--- config.mk ---
export PLATFORM = sky130hd
export DESIGN_NAME = apb_master_bridge
export DESIGN_NICKNAME = d
export VERILOG_FILES = /design/src/rtl/apb_master_bridge.sv
export SDC_FILE = /design/constraint.sdc
export NUM_CORES = 1
export LEC_CHECK = 0
export CORE_MARGIN = 2
export CORE_UTILIZATION = 37
export DETAILED_ROUTE_END_ITERATION = 6
export GPL_TIMING_DRIVEN = 0
export PLACE_DENSITY_LB_ADDON = 0.25
export SETUP_SLACK_MARGIN = 0.3
export SYNTH_ARGS = -nofsm -noshare
export SYNTH_HDL_FRONTEND = slang
export SYNTH_SLANG_ARGS = --single-unit
--- constraint.sdc ---
create_clock -name PCLK -period 1.6 [get_ports PCLK]
set_input_delay 0.16 -clock PCLK [delete_from_list [all_inputs] [get_ports PCLK]]
set_output_delay 0.16 -clock PCLK [all_outputs]
set_load 0.1 [all_outputs]
--- src/rtl/apb_master_bridge.sv ---
// apb_master_bridge: command/response handshake to APB initiator, one transfer at a time.
// Optional ACCESS-phase timeout enabled by defining APB_MASTER_TIMEOUT_EN.
module apb_master_bridge #(
    parameter int ADDR_WIDTH     = 8,
    parameter int DATA_WIDTH     = 8,
    parameter int TIMEOUT_CYCLES = 255
) (
    input  logic                  PCLK,
    input  logic                  PRESET,
    input  logic                  cmd_valid,
    output logic                  cmd_ready,
    input  logic                  cmd_write,
    input  logic [ADDR_WIDTH-1:0] cmd_addr,
    input  logic [DATA_WIDTH-1:0] cmd_wdata,
    output logic                  rsp_valid,
    input  logic                  rsp_ready,
    output logic [DATA_WIDTH-1:0] rsp_rdata,
    output logic                  rsp_err,
    output logic [ADDR_WIDTH-1:0] PADDR,
    output logic                  PWRITE,
    output logic                  PSEL,
    output logic                  PENABLE,
    output logic [DATA_WIDTH-1:0] PWDATA,
    input  logic [DATA_WIDTH-1:0] PRDATA,
    input  logic                  PREADY
);
    typedef enum logic [1:0] {IDLE, SETUP, ACCESS, RESP} state_t;
    state_t state;
    if (TIMEOUT_CYCLES < 1 || TIMEOUT_CYCLES > 255) begin : g_bad_timeout
        $error("TIMEOUT_CYCLES out of range 1..255");
    end
`ifdef APB_MASTER_TIMEOUT_EN
    logic [7:0] tcnt;
    localparam logic [7:0] LAST = 8'(TIMEOUT_CYCLES - 1);
`else
    assign rsp_err = 1'b0;
`endif
    // cmd_ready is registered so it stays low while reset is held
    always_ff @(posedge PCLK or posedge PRESET) begin
        if (PRESET) begin
            state     <= IDLE;
            cmd_ready <= 1'b0;
            PSEL      <= 1'b0;
            PENABLE   <= 1'b0;
            PWRITE    <= 1'b0;
            PADDR     <= '0;
            PWDATA    <= '0;
            rsp_valid <= 1'b0;
            rsp_rdata <= '0;
`ifdef APB_MASTER_TIMEOUT_EN
            rsp_err   <= 1'b0;
            tcnt      <= '0;
`endif
        end else begin
            case (state)
                IDLE: begin
                    cmd_ready <= !(cmd_valid && cmd_ready);
                    if (cmd_valid && cmd_ready) begin
                        state  <= SETUP;
                        PSEL   <= 1'b1;
                        PADDR  <= cmd_addr;
                        PWRITE <= cmd_write;
                        PWDATA <= cmd_wdata;
`ifdef APB_MASTER_TIMEOUT_EN
                        tcnt   <= '0;
`endif
                    end
                end
                SETUP: begin
                    state   <= ACCESS;
                    PENABLE <= 1'b1;
                end
                ACCESS: begin
                    if (PREADY) begin
                        state     <= RESP;
                        PSEL      <= 1'b0;
                        PENABLE   <= 1'b0;
                        rsp_valid <= 1'b1;
                        rsp_rdata <= PWRITE ? '0 : PRDATA;
`ifdef APB_MASTER_TIMEOUT_EN
                        rsp_err   <= 1'b0;
                    end else if (tcnt == LAST) begin
                        state     <= RESP;
                        PSEL      <= 1'b0;
                        PENABLE   <= 1'b0;
                        rsp_valid <= 1'b1;
                        rsp_rdata <= '0;
                        rsp_err   <= 1'b1;
                    end else begin
                        tcnt      <= tcnt + 8'd1;
`endif
                    end
                end
                RESP: begin
                    if (rsp_ready) begin
                        state     <= IDLE;
                        rsp_valid <= 1'b0;
                        cmd_ready <= 1'b1;
                    end
                end
                default: state <= IDLE;
            endcase
        end
    end
endmodule

Word level (Yosys, flattened, before mapping) --
Cells that the tools add are included.
Storage, ports and cells: flip-flop bits (word level) 31, bits in latches 0, bits in writable memories 0, bits in read-only memories 0, output and inout port bits 30, word-level logic and storage cells 43, memories 0
Operators by class: add/subtract/negate cells 0, multiply operators 0, div/mod/pow operators 0, magnitude comparators 0, eq/ne operators 6, shifts and indexed selects 0, muxes and demuxes 14, bitwise operators 0, reduce and logical (&&, ||, !) cells 14
Operators by type and width (number):
- $reduce_and 3->1 | 3
- $mux 8 | 1
- $pmux 1 s2 | 4
- $pmux 2 s4 | 1
- $reduce_and 2->1 | 4
- $reduce_bool 2->1 | 4
- $mux 2 | 3
- $ne 2x2->1 const B | 3
- $mux 1 | 5
- $eq 2x2->1 const B | 2
- $eq 2x1->1 const B | 1
- $logic_not 2->1 | 1
- $logic_and 1x1->1 | 1
- $logic_not 1->1 | 1

Longest topological paths before layout --
word-level depth 3, gate-level depth with buffers 6

Least setup slack after synthesis --
Ideal clock, no wire load.
kind register -> register, from register cmd_ready, to register PADDR[0], setup time 0.128 ns, arrival time 1.894 ns, required time 1.472 ns, setup slack -0.422 ns, stages on the path, launching flop included 4, path buffers 1, period minus slack after synthesis 2.022 ns, path through dfrtp_1 > nand3_2 > buf_2 > mux2_1
On the way: cells in the longest elaborated chain, start to end 2
Ends and longest elaborated chain:
- start: declaration | line 11 | output logic cmd_ready,
- start signal: assignment | line 57 | cmd_ready <= !(cmd_valid && cmd_ready);
- $logic_and 1x1->1 | line 58 | if (cmd_valid && cmd_ready) begin
- $reduce_and 2->1 (no source line)
- end signal: assignment | line 61 | PADDR <= cmd_addr;
- end: declaration | line 19 | output logic [ADDR_WIDTH-1:0] PADDR,
Every way passes these cells. A chain may end at the register's enable or synchronous reset.

Worst setup path after layout --
from register state[0], to register state[1]
On the way: cells in the longest elaborated chain, start to end 3
Ends and longest elaborated chain:
- start: declaration | line 28 | state_t state;
- start signal: assignment | line 41 | state <= IDLE;
- start signal: assignment | line 59 | state <= SETUP;
- start signal: assignment | line 70 | state <= ACCESS;
- $eq 2x2->1 or $logic_not 2->1 (tied branches) | line 55 | case (state)
- $ne 2x2->1 (no source line)
- $reduce_and 3->1 (no source line)
Several ways; a longest one is shown, not always the timed one.

==> flow_metrics.py <==
metrics = {
    "detailed_routing": {
        "routed-via-count": 1076,
        "wl_per_cell_um": 14.2,
        "ant_nets": 0,
        "routed_wl_um": 3280,
        "drc": 0,
        "drt_iter0_markers": 45,
        "dr.pass1.iters": 4,
        "drt-vias-per-instance": 4.66,
    },
    "placement": {
        "place_congestion": 0.812,
        "place_hpwl_um": 2280,
        "placed_area_um2": 1990,
        "numPortBuffers": 58,
    },
    "synthesis": {
        "syn_area_um2": 1330,
        "synth.net_count": 144,
        "synth_largest_area_cell": "dfrtp_1",
        "netlist_top_cells_area": "dfrtp_1, mux2_1, mux2_2, ha_1, o21ai_0",
        "ys_warn_count": 0,
        "synth_cells": 108,
        "ys_seq_elements": 31,
        "synth.top_cell.area_share": 0.582,
        "synth.distinct_cells": 20,
        "synth_area_per_cell_um2": 12.3,
        "yosysSeqAreaShare": 0.582,
    },
    "timing": {
        "grt_setup_unrepaired": "true",
        "slew_violations": 0,
        "worst_pin_slew_ps": 654,
        "hold_violations": 0,
        "timing.hold.ws_ps": 262,
        "finClkSkew_ps": 10.7,
        "finalCritPeriodShare": 0.983,
        "fin_crit_ps": 1570,
        "fmax_ghz": 0.636,
        "setup_violations": 0,
        "setup_tns_ps": 0,
        "slew_headroom": 0.563,
    },
    "floorplanning": {
        "start_util": 0.393,
        "core.rowCount": 21,
        "die_width_um": 64.0,
        "core_um2": 3390,
        "io_pins": 60,
        "die_h_um": 64.0,
        "die_area_um2": 4100,
    },
    "worst_setup_path": {
        "crit_end": "state[1]",
        "crit_type": "reg -> reg",
        "crit_start": "state[0]",
        "crit_path_max_fanout": 3,
        "rr_worst_depth": 4,
        "r2r_setup_slack_ps": 30,
        "arrival_ps": 1780,
        "r2r-end": "state[1]",
        "rr_startpoint": "state[0]",
        "worst_ep_required_time_ps": 1800,
        "crit_path_start_kind": "register",
        "cp-end-kind": "register",
    },
    "global_route": {
        "antenna_found_initial": 0,
        "track_usage": 0.168,
        "grt_pass1_wl_um": 5100,
        "grt_max_degree": 32,
        "grt_pass1_vias": 1082,
        "grt_overflow": 0,
    },
    "cts": {
        "cts_buffer_depth": 2,
        "clk_pin_slew_ps": 90,
        "cts_hold_buf": 0,
        "cts_tree": "done",
        "cts_root_buffer": "clkbuf_4",
        "clk_latency_ps": 330,
        "cts_sinks": 31,
        "htree_num_levels": 2,
        "numCtsBuffers": 5,
    },
    "final_layout": {
        "layout.nets": 220,
        "num-fill-cells": 277,
        "stdcell_area_um2": 2210,
        "drive_gt1_frac": 0.427,
        "n_antenna_cell": 0,
        "synthToLayoutAreaGrowth_pct": 66.0,
    },
    "outcome": {
        "status": "completed",
    },
    "job": {
        "max_cap_violations": 0,
    },
    "hold_path": {
        "min_path_type": "in -> async",
    },
}
## cells in the mapped netlist, drive strengths merged
master / count
o21ai: 13
conb: 1
buf: 2
dfrtp: 31
mux2: 18
ha: 6
nand2b: 9
nor2: 1
inv: 6
clkbuf: 1
a222oi: 1
nand3: 2
nand2: 13
a22o: 1
a32oi: 1
mux2i: 2
## sequential cells by signal, summed over array words and instances, names as in the netlist
register   cells
PWDATA         8
PADDR          8
state          2
cmd_ready      1
PENABLE        1
rsp_valid      1
PSEL           1
PWRITE         1
rsp_rdata      8
## per-layer routing
layer  global-route usage  share of wire  vias to the layer above
met5                    0              0                        -
met1                0.175           0.38                      509
met4               0.0571          0.011                        0
li1                     -              -                      516
met2                0.303           0.53                       46
met3               0.0669          0.077                        5
## per-stage QoR
stage	util	setup slack, ps	cells
detailed placement	0.586	-217	212
finish	0.653	26.5	231
global placement	0.586	-152	212
floorplan	-	35.0	108
global route	0.653	-30.7	231
CTS	0.596	34.7	225
## logic make-up after synthesis
kind of cell	after synthesis	share of synthesized area
fa+ha+maj	6	0.0563
flops	31	0.582
other cells	1	0.00281
compound gates	16	0.0695
buf+inv	9	0.0291
simple gates	25	0.0930
mux	20	0.167
## how the worst min path moves through the flow
stage                  from      endpoint  cells after the start  slack, ps
3_3_place_gp   rsp_rdata[3]  rsp_rdata[3]                      2        460
6_report             PRESET      PADDR[7]                      2        260
3_5_place_dp   rsp_rdata[0]  rsp_rdata[0]                      2        470
4_1_cts              PRESET       PENABLE                      2        280
2_1_floorplan        PRESET      PADDR[0]                      1        260
5_1_grt              PRESET     rsp_valid                      2        280
## critical path: stages, from the launching register on
cell and delay [ps]:
dfrtp_1 390, inv_2 90, ha_4 170, a222oi_1 450, mux2_1 360
## layout make-up
type / count / area [µm²] / area share
tap: 46 / 57.6 / 0.0260
inverter: 6 / 26.3 / 0.0119
buffer: 3 / 36.3 / 0.0164
clock buffer: 8 / 48.8 / 0.0221
timing repair buffer: 69 / 637 / 0.288
multi-input combinational: 68 / 623 / 0.282
sequential: 31 / 783 / 0.354
## placed cells by master (no fill, tap or decap), types with 2 or more instances in the layout
cell / n
dfrtp_2: 3
ha_1: 3
ha_4: 2
nand2_1: 12
clkbuf_1: 3
inv_2: 3
inv_1: 2
buf_8: 2
nand2b_1: 9
buf_4: 14
mux2_4: 17
o21ai_0: 11
clkdlybuf4s50_1: 29
mux2i_1: 2
clkbuf_4: 27
dfrtp_1: 27
## repair_timing
| action | CTS | global route |
|---|---|---|
| resized for setup | 162 | 49 |
| pin swaps | 3 | 4 |
| cloned | 1 | 1 |
| buffers inserted | 4 | 5 |
| endpoints found under the setup margin | 61 | 52 |
Power of run 1 is left out: the tool's default activity adds up to more than one toggle a clock period on the data nets, which glitch-free logic cannot reach.
